[src/rtl/csr_pkg.sv]
// Shared constants and helpers for the machine-mode CSR / interrupt unit.
// Optional mcycle counter is enabled by defining CSR_MCYCLE_EN.
package csr_pkg;

  localparam int unsigned XLEN = 32;
  localparam int unsigned CSR_AW = 12;

  // CSR addresses
  localparam logic [CSR_AW-1:0] CSR_MSTATUS = 12'h300;
  localparam logic [CSR_AW-1:0] CSR_MIE     = 12'h304;
  localparam logic [CSR_AW-1:0] CSR_MTVEC   = 12'h305;
  localparam logic [CSR_AW-1:0] CSR_MEPC    = 12'h341;
  localparam logic [CSR_AW-1:0] CSR_MCAUSE  = 12'h342;
  localparam logic [CSR_AW-1:0] CSR_MIP     = 12'h344;
  localparam logic [CSR_AW-1:0] CSR_MCYCLE  = 12'hB00;
  localparam logic [CSR_AW-1:0] CSR_MCYCLEH = 12'hB80;

  // Bit positions inside mstatus / mie / mip
  localparam int unsigned MSTATUS_MIE_BIT  = 3;
  localparam int unsigned MSTATUS_MPIE_BIT = 7;
  localparam int unsigned MIE_MEIE_BIT     = 11;
  localparam int unsigned MIP_MEIP_BIT     = 11;

  // Interrupt bit set, cause 11 (machine external interrupt)
  localparam logic [XLEN-1:0] MCAUSE_MEXT = 32'h8000_000B;

  // func3[1:0] of the CSR instruction
  typedef enum logic [1:0] {
    CSR_OP_NONE  = 2'b00,
    CSR_OP_WRITE = 2'b01,
    CSR_OP_SET   = 2'b10,
    CSR_OP_CLEAR = 2'b11
  } csr_op_e;

  // Read-modify-write result for a CSR operation
  function automatic logic [XLEN-1:0] csr_apply(input csr_op_e op,
                                                input logic [XLEN-1:0] old_val,
                                                input logic [XLEN-1:0] wval);
    logic [XLEN-1:0] res;
    case (op)
      CSR_OP_WRITE: res = wval;
      CSR_OP_SET:   res = old_val | wval;
      CSR_OP_CLEAR: res = old_val & ~wval;
      default:      res = old_val;
    endcase
    return res;
  endfunction

endpackage

[src/rtl/irq_sync_edge.sv]
// Multi-flop synchronizer for an asynchronous interrupt line followed by a
// rising-edge detector producing a single-cycle pulse.
module irq_sync_edge #(
  parameter int unsigned SYNC_STAGES = 2
) (
  input  logic i_clk,
  input  logic i_rst_n,
  input  logic i_irq_async,
  output logic o_irq_rise
);

  logic [SYNC_STAGES-1:0] r_sync;
  logic                   r_irq_d;
  logic                   w_irq_s;

  assign w_irq_s = r_sync[SYNC_STAGES-1];

  // Shift the async line through the synchronizer and keep one delayed copy
  always_ff @(posedge i_clk) begin
    if (!i_rst_n) begin
      r_sync  <= '0;
      r_irq_d <= 1'b0;
    end else begin
      r_sync  <= {r_sync[SYNC_STAGES-2:0], i_irq_async};
      r_irq_d <= w_irq_s;
    end
  end

  assign o_irq_rise = w_irq_s & ~r_irq_d;

endmodule

[src/rtl/csr_intr_unit.sv]
// Machine-mode CSR file and external-interrupt controller for the multicycle
// OTTER core. Define CSR_MCYCLE_EN to add the 64-bit mcycle counter.
module csr_intr_unit
  import csr_pkg::*;
#(
  parameter int unsigned SYNC_STAGES = 2,
  parameter logic [31:0] MTVEC_RESET = 32'h0000_0000
) (
  input  logic        clk,
  input  logic        RST_N,
  input  logic        irq_async,
  input  logic        csr_WE,
  input  logic        int_taken,
  input  logic        mret_exec,
  input  logic [2:0]  func3,
  input  logic [11:0] csr_addr,
  input  logic [31:0] wdata,
  input  logic [31:0] pc,
  output logic [31:0] csr_rd,
  output logic [31:0] mtvec_out,
  output logic [31:0] mepc_out,
  output logic        intr
);

  logic        r_mstatus_mie;
  logic        r_mstatus_mpie;
  logic        r_mie_meie;
  logic [31:0] r_mtvec;
  logic [31:0] r_mepc;
  logic [31:0] r_mcause;
  logic        r_pending;
`ifdef CSR_MCYCLE_EN
  logic [63:0] r_mcycle;
`endif

  logic        w_irq_rise;
  csr_op_e     w_op;
  logic [31:0] w_new;
  logic        w_csr_wr;
  logic        w_unused_func3;

  // func3[2] only selects register vs immediate source, resolved upstream
  assign w_unused_func3 = func3[2];

  irq_sync_edge #(
    .SYNC_STAGES (SYNC_STAGES)
  ) u_irq_sync_edge (
    .i_clk       (clk),
    .i_rst_n     (RST_N),
    .i_irq_async (irq_async),
    .o_irq_rise  (w_irq_rise)
  );

  // Combinational read of the addressed CSR from current register state
  always_comb begin
    csr_rd = '0;
    case (csr_addr)
      CSR_MSTATUS: begin
        csr_rd[MSTATUS_MIE_BIT]  = r_mstatus_mie;
        csr_rd[MSTATUS_MPIE_BIT] = r_mstatus_mpie;
      end
      CSR_MIE:     csr_rd[MIE_MEIE_BIT] = r_mie_meie;
      CSR_MTVEC:   csr_rd = r_mtvec;
      CSR_MEPC:    csr_rd = r_mepc;
      CSR_MCAUSE:  csr_rd = r_mcause;
      CSR_MIP:     csr_rd[MIP_MEIP_BIT] = r_pending;
`ifdef CSR_MCYCLE_EN
      CSR_MCYCLE:  csr_rd = r_mcycle[31:0];
      CSR_MCYCLEH: csr_rd = r_mcycle[63:32];
`endif
      default:     csr_rd = '0;
    endcase
  end

  // Software write only lands when no higher-priority strobe is active
  assign w_op     = csr_op_e'(func3[1:0]);
  assign w_new    = csr_apply(w_op, csr_rd, wdata);
  assign w_csr_wr = csr_WE & (w_op != CSR_OP_NONE) & ~int_taken & ~mret_exec;

  // Architectural CSR updates: trap entry, then mret, then software write
  always_ff @(posedge clk) begin
    if (!RST_N) begin
      r_mstatus_mie  <= 1'b0;
      r_mstatus_mpie <= 1'b0;
      r_mie_meie     <= 1'b0;
      r_mtvec        <= MTVEC_RESET;
      r_mepc         <= '0;
      r_mcause       <= '0;
    end else if (int_taken) begin
      r_mepc         <= {pc[31:2], 2'b00};
      r_mcause       <= MCAUSE_MEXT;
      r_mstatus_mpie <= r_mstatus_mie;
      r_mstatus_mie  <= 1'b0;
    end else if (mret_exec) begin
      r_mstatus_mie  <= r_mstatus_mpie;
      r_mstatus_mpie <= 1'b1;
    end else if (w_csr_wr) begin
      case (csr_addr)
        CSR_MSTATUS: begin
          r_mstatus_mie  <= w_new[MSTATUS_MIE_BIT];
          r_mstatus_mpie <= w_new[MSTATUS_MPIE_BIT];
        end
        CSR_MIE:    r_mie_meie <= w_new[MIE_MEIE_BIT];
        CSR_MTVEC:  r_mtvec    <= {w_new[31:2], 2'b00};
        CSR_MEPC:   r_mepc     <= {w_new[31:2], 2'b00};
        CSR_MCAUSE: r_mcause   <= w_new;
        default:    ;
      endcase
    end
  end

  // Pending latch: a new edge wins over the clear from trap entry
  always_ff @(posedge clk) begin
    if (!RST_N) begin
      r_pending <= 1'b0;
    end else if (w_irq_rise) begin
      r_pending <= 1'b1;
    end else if (int_taken) begin
      r_pending <= 1'b0;
    end
  end

`ifdef CSR_MCYCLE_EN
  // Free-running cycle counter; a write to either half replaces it for that cycle
  always_ff @(posedge clk) begin
    if (!RST_N) begin
      r_mcycle <= '0;
    end else if (w_csr_wr && (csr_addr == CSR_MCYCLE)) begin
      r_mcycle[31:0] <= w_new;
    end else if (w_csr_wr && (csr_addr == CSR_MCYCLEH)) begin
      r_mcycle[63:32] <= w_new;
    end else begin
      r_mcycle <= r_mcycle + 64'd1;
    end
  end
`endif

  assign intr      = r_pending & r_mstatus_mie & r_mie_meie;
  assign mtvec_out = r_mtvec;
  assign mepc_out  = r_mepc;

endmodule

[config.mk]
export PLATFORM = sky130hd
export DESIGN_NAME = csr_intr_unit
export DESIGN_NICKNAME = d
export VERILOG_FILES = /design/src/rtl/csr_pkg.sv /design/src/rtl/irq_sync_edge.sv /design/src/rtl/csr_intr_unit.sv
export SDC_FILE = /design/constraint.sdc
export NUM_CORES = 1
export LEC_CHECK = 0
export ABC_CLOCK_PERIOD_IN_PS = 2700
export CAP_MARGIN = 5
export CORE_UTILIZATION = 27
export DETAILED_ROUTE_END_ITERATION = 12
export PLACE_DENSITY = 0.49
export SYNTH_ARGS = -nofsm -noshare
export SYNTH_HDL_FRONTEND = slang
export SYNTH_SLANG_ARGS = --single-unit
[constraint.sdc]
create_clock -name clk -period 2.7 [get_ports clk]
set_clock_uncertainty 0.05 [all_clocks]
set_input_delay 0.54 -clock clk [delete_from_list [all_inputs] [get_ports clk]]
set_output_delay 0.54 -clock clk [all_outputs]
set_load 0.005 [all_outputs]
## Yosys cells after proc, flatten, opt, wreduce, memory -nomap -nowiden

Index checks and enable logic that the tools add are counted.

| storage, ports and cells | value |
|---|---|
| word-level logic and storage cells | 75 |
| bits in registers | 99 |

| operators by class | value |
|---|---|
| equality and inequality tests | 10 |
| mux-type cells | 25 |
| bitwise operators | 13 |
| reductions and logical operators | 17 |

Operators by type and width:

| cell | number |
|---|---|
| 32-bit two-way mux | 8 |
| 32-bit one-hot mux with 3 select lines | 1 |
| 12-bit by 10-bit == test with 1-bit output, second input constant | 6 |
| 20-bit one-hot mux with 3 select lines | 1 |
| 32-bit bitwise AND | 1 |
| 32-bit inverter | 1 |
| 32-bit bitwise OR | 1 |
| 3-bit one-hot mux with 3 select lines | 3 |
| 2-bit nonzero test | 7 |
| 1-bit two-way mux | 9 |
| 3-bit AND reduction | 3 |
| 1-bit one-hot mux with 4 select lines | 2 |
| 4-bit AND reduction | 2 |
| 1-bit bitwise AND | 6 |
| 3-bit nonzero test | 2 |
| 1-bit one-hot mux with 5 select lines | 1 |
| 2-bit == test, second input constant | 2 |
| 1-bit inverter | 4 |
| 2-bit AND reduction | 2 |
| 2-bit by 1-bit == test with 1-bit output, second input constant | 1 |
| 2-bit != test, second input constant | 1 |
| 2-bit OR reduction | 1 |

## Depth between registers and ports, before layout

Gate-level depths: netlist of the first run.

| logic depth | value |
|---|---|
| word-level depth | 8 |
| depth in mapped cells | 9 |
| mapped depth without buffers | 6 |

## By module

From an unflattened synthesis of the first run, not the netlist that was laid out.

| unflattened totals | value |
|---|---|
| cells, all modules | 679 |
| area total of the unflattened synthesis | 5,495.3 µm² |

Modules (own cells, without submodules):

| module | cells an instance | area an instance (µm²) | times used |
|---|---|---|---|
| csr_intr_unit | 672 | 5,402.7 | 1 |
| irq_sync_edge | 7 | 92.6 | 1 |

## Worst setup path before layout of the first run

Ideal clock, no wire load.

| timing | value |
|---|---|
| kind | input to output |
| start | input port csr_addr[5] |
| end | output port csr_rd[23] |
| setup slack | 0.217 ns |
| required time | 2.110 ns |
| data arrival time | 1.893 ns |
| cell stages on the path | 8 |
| cells stage by stage | or4_1 -> buf_2 -> nor4_4 -> and2_1 -> buf_4 -> buf_6 -> nand2_1 -> nand2_1 |

| between the ends | value |
|---|---|
| longest elaborated chain between the ends | 2 |
| elaborated cells between the ends (all ways) | 4 |

RTL lines:

| element | line | source |
|---|---|---|
| from (decl) | csr_intr_unit.sv:16 | `input logic [11:0] csr_addr,` |
| 12-bit by 10-bit == test with 1-bit output | csr_intr_unit.sv:57 | `case (csr_addr)` |
| 20-bit one-hot mux with 3 select lines (*) | csr_intr_unit.sv:57 |  |
| to (decl) | csr_intr_unit.sv:19 | `output logic [31:0] csr_rd,` |

Every way passes the cells marked *; elsewhere a longest branch is shown, timed or not.

## Worst setup path after layout of the first run

| timing | value |
|---|---|
| start | input port csr_addr[7] |
| end | output port csr_rd[8] |

| between the ends | value |
|---|---|
| longest elaborated chain between the ends | 2 |
| elaborated cells between the ends (all ways) | 4 |

RTL lines:

| element | line |
|---|---|
| 12-bit by 10-bit == test with 1-bit output | csr_intr_unit.sv:57 |
| 3-bit one-hot mux with 3 select lines (*) | csr_intr_unit.sv:57 |

Marks and branches as above.

==> results.toml, run 1 <==
[setup_path]
critPathLaunchType = "input pin"
r2r-start = "r_mcause[7]$_SDFFE_PP0P_"
worst-path-max-fanout = 5
cp-end-kind = "output port"
cpPeakStageDelay_ps = 570
crit_top_cell = "buf_6"
crit_path_top_delay_cell = "or4_4"
crit_arrival_ps = 2270
worstSetupPathType = "in -> out"
path_cells = "buf_6 -> or4_4 -> nor4_4 -> and2_4 -> buf_8 -> buf_6 -> buf_6 -> nand2_4 -> nand2_2 -> buf_2"
cp_data_required_time_ps = 2110
setup.worst_path.start = "csr_addr[7]"

[pwr]
p_sw_w = 0.000985
p_comb_frac = 0.171
p_seq_frac = 0.443
power_density_mw_per_mm2 = 385
pwr-share-clk = 0.387
p_sw_frac = 0.287
p_int_w = 0.00245
p_leak_nw = 3.64
peakVddDrop_mv = 0.358

[synth]
yosys_warnings = 0
ys_ff_latch = 99
synthArstFlopShare = 0
ys_types = 62
synth_top_family_by_area = "compound AO/OA/AOI/OAI gates"
synth_fa_ha_area_frac = 0
ys.flop_type = "dfxtp_1"
synthesis.area_sq_mm = 0.00565
synth-xor-area-share = 0.0232
syn_inst = 715
yosys.area_share.simple = 0.211
synth.mux.area_fraction = 0.00907
synth_compound_area_frac = 0.336
syn_avg_cell_area_sq_um = 7.91
synth_edf_count = 0
ys_seq_area_frac = 0.351

[timing]
fmax_mhz = 350
finalSetupViolations = 29
grt_setup_unrepaired = "yes"
maxSlewViolCount = 0
period_share = 1.06
hold_viol = 0
max-slew-margin-rel = 0.575
fin_ws_ps = -160
tightest_slew_ps = 638
min_period_ps = 2860

[run_status]
status = "finished, violations left"
violations = "negative setup slack"

[global_route]
grt_start_max_net_pins = 41
grt_overflow = 0
grt_pass1_vias = 6446
grt_antenna_before_repair = 0
track_usage = 0.218
grt_pass1_wl_microns = 36400

[cts]
cts_hold_buf = 0
clock_sinks = 99
clk_latency_ps = 360
clockBufferDepth = 2
numCtsBuffers = 9
htreeDepth = 3
root_buffer = "clkbuf_16"
cts.clk_slew.worst_paths_ps = 70
cts_tree = "yes"

[finish]
final_cell_area_sq_mm = 0.00890
area_growth_pct = 57.5
post_route_cells_drive_above_1_share = 0.238
final_cell_count_no_fill = 1225
fin_nets = 1035
fill_cells = 2037
antenna_cells = 0

[job]
max_cap_violations = 0

[floorplanning]
ios = 182
die_h_microns = 147
fp.dieW_microns = 147
start_util = 0.278
coreArea_sq_mm = 0.0204
fp.dieArea_sq_mm = 0.0215
row_count = 52

[detailed_routing]
post_drt_wl_per_cell_microns = 19.4
via_count = 6501
drt_first_pass_iters = 4
drcViolationCount = 0
drt-total-wl_microns = 23800
via_per_inst = 5.31
antenna_left = 0
drtIter0Drc = 391

[placement]
placed_cells = 1177
placed_area_sq_mm = 0.00820
dp_hpwl_microns = 16200
gp_congestion = 0.814
io_buffer_count = 174

[min_path]
hold_class = "reg -> reg"
hold_path_startpoint = "u_irq_sync_edge.r_irq_d$_SDFF_PN0_"
## kinds of logic after synthesis
family,after synthesis
AOI/OAI and AO/OA,271
xor gates and xnor gates,15
buffers and inverters,89
DFF,99
muxes,5
other,1
and+or+nand+nor,235
## cell type report
| class | instances | area, sq um | area share |
|---|---|---|---|
| Clock buffer | 9 | 225 | 0.0253 |
| Clock inverter | 7 | 66.3 | 0.00745 |
| Inverter | 22 | 82.6 | 0.00927 |
| Multi-Input combinational cell | 530 | 3520 | 0.396 |
| Sequential cell | 99 | 1980 | 0.223 |
| Tap cell | 270 | 338 | 0.0379 |
| Timing Repair Buffer | 288 | 2690 | 0.302 |
## synth_stat cells (all sizes together), types with 5 or more instances
| cell | number | share of area |
|---|---|---|
| nand3 | 5 | 0.0044 |
| and2 | 7 | 0.0077 |
| nand2 | 140 | 0.093 |
| nor2b | 7 | 0.0077 |
| dfxtp | 99 | 0.35 |
| o21ai | 63 | 0.056 |
| a2bb2oi | 13 | 0.027 |
| a21oi | 52 | 0.046 |
| nand4 | 14 | 0.015 |
| nor4b | 5 | 0.012 |
| a31oi | 11 | 0.012 |
| o2bb2ai | 5 | 0.0077 |
| inv | 22 | 0.015 |
| nor2 | 19 | 0.013 |
| nand4b | 6 | 0.0093 |
| nand3b | 5 | 0.0066 |
| clkbuf | 41 | 0.027 |
| xnor2 | 14 | 0.022 |
| and3 | 6 | 0.0066 |
| a32o | 10 | 0.018 |
| a21boi | 24 | 0.032 |
| a22oi | 26 | 0.035 |
| buf | 26 | 0.028 |
| a22o | 47 | 0.073 |
## flip-flops by register name, indices dropped and copies added, names as in the netlist
signal                   cells
mepc_out                    30
r_mie_meie                   1
r_pending                    1
r_mstatus_mie                1
r_mstatus_mpie               1
u_irq_sync_edge.r_sync       2
u_irq_sync_edge.r_irq_d      1
mtvec_out                   30
r_mcause                    32
## metal layers
layer | part of all wire | global-route usage | wire length, microns
met1 | 0.45 | 0.288 | 10600
met2 | 0.46 | 0.350 | 10900
met3 | 0.067 | 0.0398 | 1600
met4 | 0.025 | 0.0906 | 603
met5 | 0 | 0 | 0
## layout by cell type, fill, tap and decap left out, types with 6 or more instances in the layout
master	instances
nand2_1	124
a21boi_1	11
a21boi_0	13
inv_1	20
nand4b_1	6
nand2_4	6
o21ai_0	57
a22oi_1	22
clkdlybuf4s50_1	126
nand2_2	10
xnor2_1	14
a31oi_1	11
nor2_1	18
a22o_1	47
dlygate4sd2_1	6
nand4_1	14
buf_6	24
and2_1	6
buf_12	12
a2bb2oi_2	8
dfxtp_1	99
buf_2	28
a32o_1	9
buf_4	80
clkbuf_16	9
a21oi_1	52
## power by group through the flow
stage / sequential (W) / clock (W) / combinational [W]
6_report: 0.00152 / 0.00133 / 0.000586
5_1_grt: 0.00152 / 0.00140 / 0.000629
4_1_cts: 0.00152 / 0.00135 / 0.000576
3_5_place_dp: 0.00155 / 0 / 0.000573
3_3_place_gp: 0.00155 / 0 / 0.000567
2_1_floorplan: 0.00155 / 0 / 0.000258
## worst paths after layout
check | endpoint | slack, ps | cells past startpoint
max | csr_rd[8] | -160 | 10
min | r_pending$_SDFFE_PN0P_ | 380 | 1
max reg2reg | mtvec_out[7]$_SDFFE_PN0P_ | 690 | 9
min reg2reg | r_pending$_SDFFE_PN0P_ | 380 | 1
## through the flow
step                 util  total power, W  hold WS [ps]  TNS, ps  worst slack (ps)
floorplan               -         0.00180           349        0               217
global placement    0.402         0.00212           362   -41980              -812
detailed placement  0.402         0.00213           367   -45520              -811
CTS                 0.428         0.00344           378    -1090              -229
global route        0.437         0.00355           410    -4110              -228
finish              0.437         0.00343           375    -2240              -160
## worst max-delay path: cells and delay by family
| kind | cells | cell delay [ps] |
|---|---|---|
| buffers and inverters | 5 | 520 |
| and+or+nand+nor | 5 | 1190 |
## timing repair
action / 4_1_cts / 5_1_grt
buffers inserted: 21 / 17
resized for setup: 177 / 59
pin swaps: 15 / 20
setup endpoints to repair: 32 / 25
gates cloned: 1 / 0
Power figures use the tool's default switching activity.
==> inputs of run 2 (changes only) <==
Settings changed: ABC_AREA set to 0, ABC_CLOCK_PERIOD_IN_PS 2700 to 3300, SLEW_MARGIN set to 0.
Clock period 2.7 ns to 3.3 ns, I/O delays scaled along.
==> run 2 against run 1 <==
  * The run still ends with negative setup slack left
  * Hold slack about the same
  * Sequential power down 18%
  * Sequential cell count unchanged
  * Critical path depth down 2
  * Via count down 0.17%
  * Cell count down 1.3%
  * Design area down 2.7%
  * Critical path type unchanged
  * Combinational power down 21%
  * Clock power down 14%
  * Utilization down 1.2 points
  * Count of clock-buffer cells in the layout up 1
  * Largest power group unchanged
  * Highest routed layer unchanged
  * Global-route usage about the same
==> results.toml, run 2 (synthesized netlist as in run 1, its figures left out) <==
[run_status]
status = "finished, violations left"
violations = "negative setup slack"

[floorplanning]
start_util = 0.278
fp.dieArea_sq_mm = 0.0215
ios = 182
die_h_microns = 147
coreArea_sq_mm = 0.0204
fp.dieW_microns = 147
row_count = 52

[timing]
finalSetupViolations = 1
tightest_slew_ps = 678
min_period_ps = 3350
fin_ws_ps = -49.4
maxSlewViolCount = 0
hold_viol = 0
period_share = 1.01
max-slew-margin-rel = 0.548
grt_setup_unrepaired = "yes"
fmax_mhz = 299

[job]
max_cap_violations = 0

[detailed_routing]
routed-wl-met2_microns = 11300
wl_met1_microns = 10800
drcViolationCount = 0
post_drt_wl_per_cell_microns = 19.9
drt_first_pass_iters = 5
via_count = 6490
drt-total-wl_microns = 24100
drtIter0Drc = 397
via_per_inst = 5.37
antenna_left = 0
routed.top_layer = "met4"
route.met3.wl_microns = 1590

[global_route]
grt_pass1_vias = 6362
track_usage = 0.218
grt_pass1_wl_microns = 36100
grt_overflow = 0
grt_antenna_before_repair = 0
grt_start_max_net_pins = 48

[setup_path]
worstSetupPathType = "in -> out"
cpPeakStageDelay_ps = 500
critPathBufInv = 5
crit_arrival_ps = 2640
crit_path_top_delay_cell = "clkdlybuf4s50_1"
cp-end-kind = "output port"
cp_data_required_time_ps = 2590
worst-path-max-fanout = 8
critPathLaunchType = "input pin"
path_cells = "clkdlybuf4s50_1 -> nand4bb_4 -> buf_12 -> nor4b_4 -> buf_12 -> a22oi_1 -> inv_1 -> clkdlybuf4s50_1"
cpLargestDelayFamily = "buffers and inverters"

[pwr]
power_density_mw_per_mm2 = 329
p_sw_w = 0.000771
p_leak_nw = 3.50
p_comb_frac = 0.163
p_seq_frac = 0.437
pwr-share-clk = 0.400
peakVddDrop_mv = 0.248
p_int_w = 0.00208
p_sw_frac = 0.271

[finish]
utilization = 0.425
final_cell_mix = "nand2_1 (137), clkdlybuf4s50_1 (132), dfxtp_1 (99)"
largest-register = "r_mcause"
largest_register_ffs = 32
antenna_cells = 0
post_route_cells_drive_above_1_share = 0.179
fin_nets = 1019
final_cell_area_sq_mm = 0.00866
mostFrequentLayoutCell = "nand2_1"
area_growth_pct = 53.2

[placement]
dp_hpwl_microns = 16000
gp_congestion = 0.839
io_buffer_count = 174
placed_area_sq_mm = 0.00804

[cts]
cts_tree = "yes"
cts.clk_slew.worst_paths_ps = 70
clockBufferDepth = 2
clock_sinks = 99
clk_latency_ps = 360
htreeDepth = 3
root_buffer = "clkbuf_16"
numCtsBuffers = 9

[min_path]
hold_class = "reg -> reg"
==> run 2: changes by cell type in the layout (fill, tap and decap cells not counted), moves of 5 or more <==
| cell | before | now |
|---|---|---|
| buf_6 | 24 | 7 |
| clkbuf_2 | 4 | 11 |
| clkdlybuf4s50_1 | 126 | 132 |
| a2bb2oi_1 | 2 | 7 |
| buf_2 | 28 | 6 |
| nand2_1 | 124 | 137 |
| dlygate4sd2_1 | 6 | 17 |
| nand2_2 | 10 | 3 |
| nand2_4 | 6 | 0 |
==> run 2: power by group through the flow <==
stage / Sequential [W] / Combinational (W) / Clock [W]
after floorplan: 0.00127 / 0.000211 / 0
after global placement: 0.00127 / 0.000451 / 0
after detailed placement: 0.00127 / 0.000457 / 0
after CTS: 0.00124 / 0.000461 / 0.00116
after global routing: 0.00125 / 0.000495 / 0.00121
final: 0.00124 / 0.000463 / 0.00114
==> run 2: per-layer routing <==
layer / global-route usage / vias up
met5: 0 / -
met4: 0.0771 / 0
met3: 0.0422 / 33
met2: 0.356 / 256
met1: 0.287 / 3167
li1: - / 3034
==> run 2: area by class of cell <==
class	instances	area, sq um
fillers	2035	11700
multi-input cells	530	3370
repair buffers	272	2570
flip-flops and latches	99	1980
well taps	270	338
clock buffers	10	239
inverters	22	82.6
clock inverters	6	73.8
==> run 2: timing repair <==
action / 4_1_cts / 5_1_grt
resized for setup: 62 / 46
setup buffers: 19 / 10
hold endpoints to repair: 0 / 0
hold buffers: 0 / 0
pin swaps: 1 / 13
setup endpoints to repair: 32 / 24
gates cloned: 3 / 0
==> run 2: worst paths after layout <==
path | start | end | depth (start not counted) | slack, ps
worst max-delay path | csr_addr[11] | csr_rd[28] | 8 | -50
worst min-delay path | u_irq_sync_edge.r_irq_d$_SDFF_PN0_ | r_pending$_SDFFE_PN0P_ | 1 | 380
worst max register to register | mepc_out[6]$_SDFFE_PN0P_ | r_mcause[6]$_SDFFE_PP0P_ | 14 | 950
worst min register to register | u_irq_sync_edge.r_irq_d$_SDFF_PN0_ | r_pending$_SDFFE_PN0P_ | 1 | 380
==> run 2: per-stage QoR <==
step	std cells	setup TNS, ps	setup slack [ps]	total power, W	hold slack [ps]
floorplan	718	0	577	0.00148	349
global placement	1163	-12800	-465	0.00172	364
detailed placement	1163	-12380	-434	0.00173	366
CTS	1201	-320	-153	0.00287	386
global route	1209	-272	-117	0.00295	411
finish	1209	-49.4	-49.4	0.00285	376
==> inputs of run 3 (changes only) <==
Settings changed: HOLD_SLACK_MARGIN set to 0.03.
==> results of run 3 <==
Same layout as run 2: the final DEF is identical, and so are final timing and power.
